==> src/rtl/exc_ctrl_unit.sv <==
// exc_ctrl_unit: exception / interrupt controller for the single-cycle LEGv8 core.
// Arbitrates decoder faults and level-sensitive IRQ lines, latches the return PC
// (ELR) and cause code (ESR), and drives fetch redirect, flush and ERET return.
// Handler tracking uses a three-state FSM: NORMAL -> HANDLER -> RETURN -> NORMAL.
// Optional build macro: EXC_IRQ_MASK_EN adds a writable per-line IRQ mask register.
module exc_ctrl_unit #(
  parameter int          N_IRQ      = 4,
  parameter int          PC_W       = 64,
  parameter int          ESR_W      = 4,
  parameter logic [63:0] EXC_VECTOR = 64'h0000_0000_0000_00D8
) (
  input  logic             clk,
  input  logic             reset,
  input  logic             instr_valid,
  input  logic             not_an_instr,
  input  logic             eret,
  input  logic [PC_W-1:0]  pc_dec,
  input  logic [N_IRQ-1:0] irq_req,
`ifdef EXC_IRQ_MASK_EN
  input  logic             irq_mask_we,
  input  logic [N_IRQ-1:0] irq_mask_wdata,
`endif
  output logic [N_IRQ-1:0] irq_ack,
  output logic             exc_take,
  output logic [PC_W-1:0]  exc_vector,
  output logic             eret_take,
  output logic             flush,
  output logic [PC_W-1:0]  elr_out,
  output logic [ESR_W-1:0] esr_out,
  output logic             in_handler,
  output logic             dbl_fault
);

  typedef enum logic [1:0] {
    NORMAL  = 2'd0,
    HANDLER = 2'd1,
    RETURN  = 2'd2
  } state_t;

  state_t             state_q, state_d;
  logic [N_IRQ-1:0]   irq_ack_q, irq_ack_d;
  logic               exc_take_q, exc_take_d;
  logic               eret_take_q, eret_take_d;
  logic [PC_W-1:0]    elr_q, elr_d;
  logic [ESR_W-1:0]   esr_q, esr_d;
  logic               in_handler_q, in_handler_d;
  logic               dbl_fault_q, dbl_fault_d;

  logic [N_IRQ-1:0]   eff_req;
  logic [N_IRQ-1:0]   irq_sel;
  logic [ESR_W-1:0]   irq_code;
  logic               fault;

`ifdef EXC_IRQ_MASK_EN
  logic [N_IRQ-1:0]   mask_q, mask_d;

  // Mask register: a write lands on the edge, so arbitration in the same cycle sees the old mask
  always_comb begin
    mask_d = mask_q;
    if (irq_mask_we) mask_d = irq_mask_wdata;
  end

  // Mask state register, all lines enabled out of reset
  always_ff @(posedge clk) begin
    if (reset) mask_q <= '1;
    else       mask_q <= mask_d;
  end

  assign eff_req = irq_req & mask_q;
`else
  assign eff_req = irq_req;
`endif

  // Fixed-priority pick of the lowest-numbered pending request and its cause code
  always_comb begin
    irq_sel  = '0;
    irq_code = '0;
    for (int i = N_IRQ - 1; i >= 0; i--) begin
      if (eff_req[i]) begin
        irq_sel    = '0;
        irq_sel[i] = 1'b1;
        irq_code   = ESR_W'(i + 2);
      end
    end
  end

  // An ERET outside the handler is illegal and is reported as an invalid opcode
  assign fault = not_an_instr | eret;

  // Next-state and registered-output logic; pulses default low so they last one cycle
  always_comb begin
    state_d     = state_q;
    irq_ack_d   = '0;
    exc_take_d  = 1'b0;
    eret_take_d = 1'b0;
    elr_d       = elr_q;
    esr_d       = esr_q;
    dbl_fault_d = dbl_fault_q;
    if (instr_valid) begin
      unique case (state_q)
        NORMAL, RETURN: begin
          if (fault) begin
            elr_d      = pc_dec;
            esr_d      = ESR_W'(1);
            exc_take_d = 1'b1;
            state_d    = HANDLER;
          end else if (state_q == NORMAL && (|eff_req)) begin
            elr_d      = pc_dec;
            esr_d      = irq_code;
            irq_ack_d  = irq_sel;
            exc_take_d = 1'b1;
            state_d    = HANDLER;
          end else if (state_q == RETURN) begin
            state_d = NORMAL;
          end
        end
        HANDLER: begin
          if (eret) begin
            eret_take_d = 1'b1;
            state_d     = RETURN;
          end else if (not_an_instr) begin
            dbl_fault_d = 1'b1;
          end
        end
        default: state_d = NORMAL;
      endcase
    end
    in_handler_d = (state_d == HANDLER);
  end

  // State and output registers with synchronous reset
  always_ff @(posedge clk) begin
    if (reset) begin
      state_q      <= NORMAL;
      irq_ack_q    <= '0;
      exc_take_q   <= 1'b0;
      eret_take_q  <= 1'b0;
      elr_q        <= '0;
      esr_q        <= '0;
      in_handler_q <= 1'b0;
      dbl_fault_q  <= 1'b0;
    end else begin
      state_q      <= state_d;
      irq_ack_q    <= irq_ack_d;
      exc_take_q   <= exc_take_d;
      eret_take_q  <= eret_take_d;
      elr_q        <= elr_d;
      esr_q        <= esr_d;
      in_handler_q <= in_handler_d;
      dbl_fault_q  <= dbl_fault_d;
    end
  end

  assign irq_ack    = irq_ack_q;
  assign exc_take   = exc_take_q;
  assign eret_take  = eret_take_q;
  assign flush      = exc_take_q | eret_take_q;
  assign elr_out    = elr_q;
  assign esr_out    = esr_q;
  assign in_handler = in_handler_q;
  assign dbl_fault  = dbl_fault_q;
  assign exc_vector = PC_W'(EXC_VECTOR);

endmodule

==> config.mk <==
export PLATFORM = sky130hd
export DESIGN_NAME = exc_ctrl_unit
export DESIGN_NICKNAME = d
export VERILOG_FILES = /design/src/rtl/exc_ctrl_unit.sv
export SDC_FILE = /design/constraint.sdc
export NUM_CORES = 1
export LEC_CHECK = 0
export ABC_AREA = 1
export BUFFER_PORTS_ARGS = -buffer_cell sky130_fd_sc_hd__buf_2
export CORE_ASPECT_RATIO = 0.7
export CORE_MARGIN = 8
export CORE_UTILIZATION = 45
export DETAILED_ROUTE_END_ITERATION = 16
export PLACE_DENSITY = 0.8
export SKIP_LAST_GASP = 1
export SYNTH_ARGS = -nofsm -noshare
export SYNTH_HDL_FRONTEND = slang
export SYNTH_SLANG_ARGS = --single-unit
==> constraint.sdc <==
create_clock -name clk -period 1.29 [get_ports clk]
set_input_delay 0.0645 -clock clk [delete_from_list [all_inputs] [get_ports clk]]
set_output_delay 0.0645 -clock clk [all_outputs]
set_load 0.01 [all_outputs]
# After elaboration in Yosys (flattened, before gate mapping)
# Cells that the tools add are included.
# word_totals
reg_bits	78
inputBits	73
wordCells	55
out_inout_bits	141
# classes
n_eq_ne	3
reduce_logical	13
n_bitwise	7
n_mux	21
# ops
op	n
two-way mux 64 bit	2
two-way mux 4 bit	6
two-way mux 2 bit	6
OR reduction 8 bit	1
OR reduction 7 bit	1
two-way mux 3 bit	2
OR reduction 3 bit	2
OR reduction 6 bit	1
NOT 1 bit	5
OR reduction 5 bit	1
== test 2 x 1 -> 1 bit, second input constant	2
two-way mux 1 bit	4
case mux 2 bit (2 select lines)	1
AND reduction 4 bit	1
OR reduction 4 bit	1
AND reduction 3 bit	1
== test 2 bit, second input constant	1
logical NOT 2 bit	1
bitwise OR 1 bit	2
nonzero test 2 bit	1
OR reduction 2 bit	1
logical AND 1 bit	1

# Depth between registers and ports, before layout
# depth
word_depth	7
depth_mapped	8
mapped_depth_nobuf	7

# Least setup slack after synthesis
# Ideal clock, no wire load.
# synth_timing
path_type	register to register
start	register state_q[0]
end	register elr_q[34] (netlist: elr_out[34])
arrival_time_ns	1.035
setup_slack_ns	0.140
setup_ns	0.115
synth_period_minus_slack_ns	1.150
path_buffers	2
path_stages_with_launch	8
required_ns	1.175
cell_sequence	dfxtp_1 -> inv_2 -> nand2_1 -> inv_2 -> buf_4 -> buf_4 -> a21oi_1 -> nor2_1
# synth_between
elab_chain_len	4
word_cells_on_any_way	6
cone_classes	eq/ne: 1; reduce/logical: 5
# synth_rtl
item	line_no	rtl
start, declared	40	state_t state_q, state_d;
start signal, assigned	143	state_q <= state_d;
logical NOT 2 bit	100, 107	
logical AND 1 bit	107	end else if (state_q == NORMAL && (|eff_req)) begin
nonzero test 2 bit (no source line)	n/a	
AND reduction 3 bit (no source line) *	n/a	
end signal, assigned	147	elr_q <= elr_d;
end, declared	44	logic [PC_W-1:0] elr_q, elr_d;
# Mark *: on every way between the ends. The rest lies on a longest branch, timed or not.
# A chain may end at the register's enable or synchronous reset.

# Worst setup path in the final report
# layout_timing
start	register state_q[1]
end	register elr_q[12] (netlist: elr_out[12])
# Same word-level chain as after synthesis.

==> results_dict.tcl <==
set metrics [dict create \
    status "completed" \
    synthesis.area_sq_um 3890 \
    crit_path_end "elr_out[12]$_SDFFE_PP0P_" \
    r2r_cells 7 \
    ys_warn_count 0 \
    rrSetupSlack_ps 80 \
    place_ws_ps -11.6 \
    cts_root_buffer "clkbuf_16" \
    die-width_microns 127 \
    cts_buffers 9 \
    ir_drop_v 0.000911 \
    drc 0 \
    grt_pass1_wl_microns 15700 \
    power_mw 6.75 \
    die_area_sq_um 11900 \
    cts_tree "yes" \
    hold_viol 0 \
    p_leak_nw 2.77 \
    timing.fmax_mhz 825 \
    via_per_inst 4.45 \
    area_growth_pct 25.1 \
    grt_usage_pct 15.9 \
    crit_path_max_fanout 29 \
    grt_pass1_vias 3285 \
    critical_path_required_ps 1510 \
    wire_per_inst_microns 12.6 \
    startpoint "state_q[1]$_SDFF_PP0_" \
    clk_path_buf_depth 2 \
    period_needed_ps 1210 \
    drt_iter0_drc 159 \
    avgSynthCellArea_sq_um 7.01 \
    drive_gt1_share_pct 26.7 \
    ys_types 22 \
    grt-ovfl-total 0 \
    core_sq_um 8440 \
    timing.rr.start "state_q[1]$_SDFF_PP0_" \
    io_buffers 148 \
    layout_commonest_cell "buf_2" \
    skew_ps 2.58 \
    place.gp.congestion 0.818 \
    min_period_over_period_pct 94.0 \
    std_cell_rows 28 \
    final_cell_mix "buf_2 (148), nor2_1 (78), nand2_1 (76), dfxtp_1 (76), inv_1 (69)" \
    worstSetupPathType "reg2reg" \
    initial_utilization_pct 46.1 \
    htreeDepth 3 \
    routed_wl_microns 10300 \
    hp-class "in2reg" \
    setup.worst_path.start_class "flip-flop" \
    n_antenna_cell 0 \
    nNetsFinal 765 \
    synth_seq_cells 77 \
    grt_max_degree 77 \
    arrival_ps 1440 \
    synth_area_leaders "dfxtp_1 (40%), buf_4 (13%), a21oi_1 (8.7%), nand3_1 (8.6%), nor2_1 (7.6%)" \
    synth_top_area_share_pct 39.6 \
    powerDensity_nw_per_um2 1380 \
    seq_area_frac_synth_pct 39.6 \
    drv_slew 0 \
    cp-end-kind "flip-flop" \
    finalWorstSetupSlack_ps 77.4 \
    yosys.area.top_type "dfxtp_1" \
    antenna_left 0 \
    min_path_cells 3 \
    r2r-end "elr_out[12]$_SDFFE_PP0P_" \
    die_y_microns 93.8 \
    finalSetupViolCount 0 \
    clock_latency_ps 330 \
    postCtsSetupBuffers 0 \
    ioPinCount 214 \
    first_pass_iters 4 \
    synthCells 556 \
    cts_sinks 77 \
    maxCapViolCount 0 \
    vias 3634 \
    antenna_found_initial 0 \
    clk_pin_slew_worst_paths_ps 60 \
    hpwl_microns 7160 \
]
==> sequential cells by signal, indices dropped and copies added, names as in the netlist <==
name,count
in_handler,1
exc_take,1
irq_ack,4
elr_out,64
dbl_fault,1
esr_out,3
state_q,2
eret_take,1
==> Yosys cell counts <==
library cell	instances
a21oi_1	68
buf_6	11
nand4_1	2
nand3_1	67
nor3_1	2
a31oi_1	1
nand2_2	1
or2_2	1
buf_4	67
inv_1	69
nand3b_1	1
nor2_2	2
dfxtp_1	77
buf_2	12
clkbuf_1	10
inv_2	3
conb_1	2
o21ai_0	3
nand2b_1	1
nor2_1	79
nand2_1	76
nand2_4	1
==> metal layers <==
metal / GRT usage (%) / part of all wire [%] / vias up
met3: 7.48 / 9.8 / 9
li1: - / - / 1869
met2: 26.0 / 46 / 138
met1: 18.2 / 43 / 1618
met5: 0 / 0 / -
met4: 4.73 / 0.95 / 0
==> metrics by stage <==
stage | utilization (%) | TNS, ps | instance area (sq um) | hold slack [ps] | cells
6_report | 57.7 | 0 | 4870 | 20.3 | 817
5_1_grt | 57.7 | -393 | 4870 | 8.02 | 817
4_1_cts | 56.1 | 0 | 4730 | 0.988 | 813
3_5_place_dp | 52.2 | -16.6 | 4410 | 315 | 795
3_3_place_gp | 52.2 | 0 | 4410 | 313 | 795
2_1_floorplan | - | 0 | 4130 | 136 | 619
==> power by group <==
group | leakage (nW) | switching, mW | internal, mW | total (mW)
logic | 2.00 | 0.879 | 0.621 | 1.50
registers | 0.637 | 0.125 | 2.63 | 2.75
clock network | 0.140 | 0.954 | 1.54 | 2.50
==> worst min-delay path by stage <==
stage,from,end
2_1_floorplan,reset,state_q[1]$_SDFF_PP0_
3_3_place_gp,reset,state_q[1]$_SDFF_PP0_
3_5_place_dp,reset,state_q[1]$_SDFF_PP0_
4_1_cts,irq_req[3],irq_ack[3]$_SDFF_PP0_
5_1_grt,irq_req[0],irq_ack[0]$_SDFF_PP0_
6_report,irq_req[3],irq_ack[3]$_SDFF_PP0_
==> cell families (layout without fill, tap and decap cells) <==
logic type / after synthesis / count (layout) / synth area share [%]
DFF: 77 / 77 / 39.6
buffers and inverters: 172 / 250 / 25.5
and+or+nand+nor: 233 / 233 / 25.4
AOI/OAI and AO/OA: 72 / 72 / 9.28
other: 2 / 65 / 0.193
==> worst max-delay path, stage by stage (launching register included) <==
cell and delay, ps:
dfxtp_1 320, nor2_2 140, nand2_2 110, nand2_8 130, clkbuf_16 220, nand3_1 80
nand2_1 60, nor2_1 40
==> layout make-up <==
type / instances / area [sq um]
clock buffer: 10 / 239
clock inverter: 6 / 62.6
fill: 812 / 3570
inverter: 72 / 273
multi-input combinational: 370 / 1610
sequential: 77 / 1540
tap: 120 / 150
timing repair buffer: 162 / 998
==> repair_timing <==
item / in CTS / in global routing
hold buffers: 2 / 0
endpoints found under the setup margin: 5 / 66
resized for setup: 1 / 8
hold endpoints to repair: 4 / 0
cloned: 0 / 4
(Power assumes the default switching activity.)
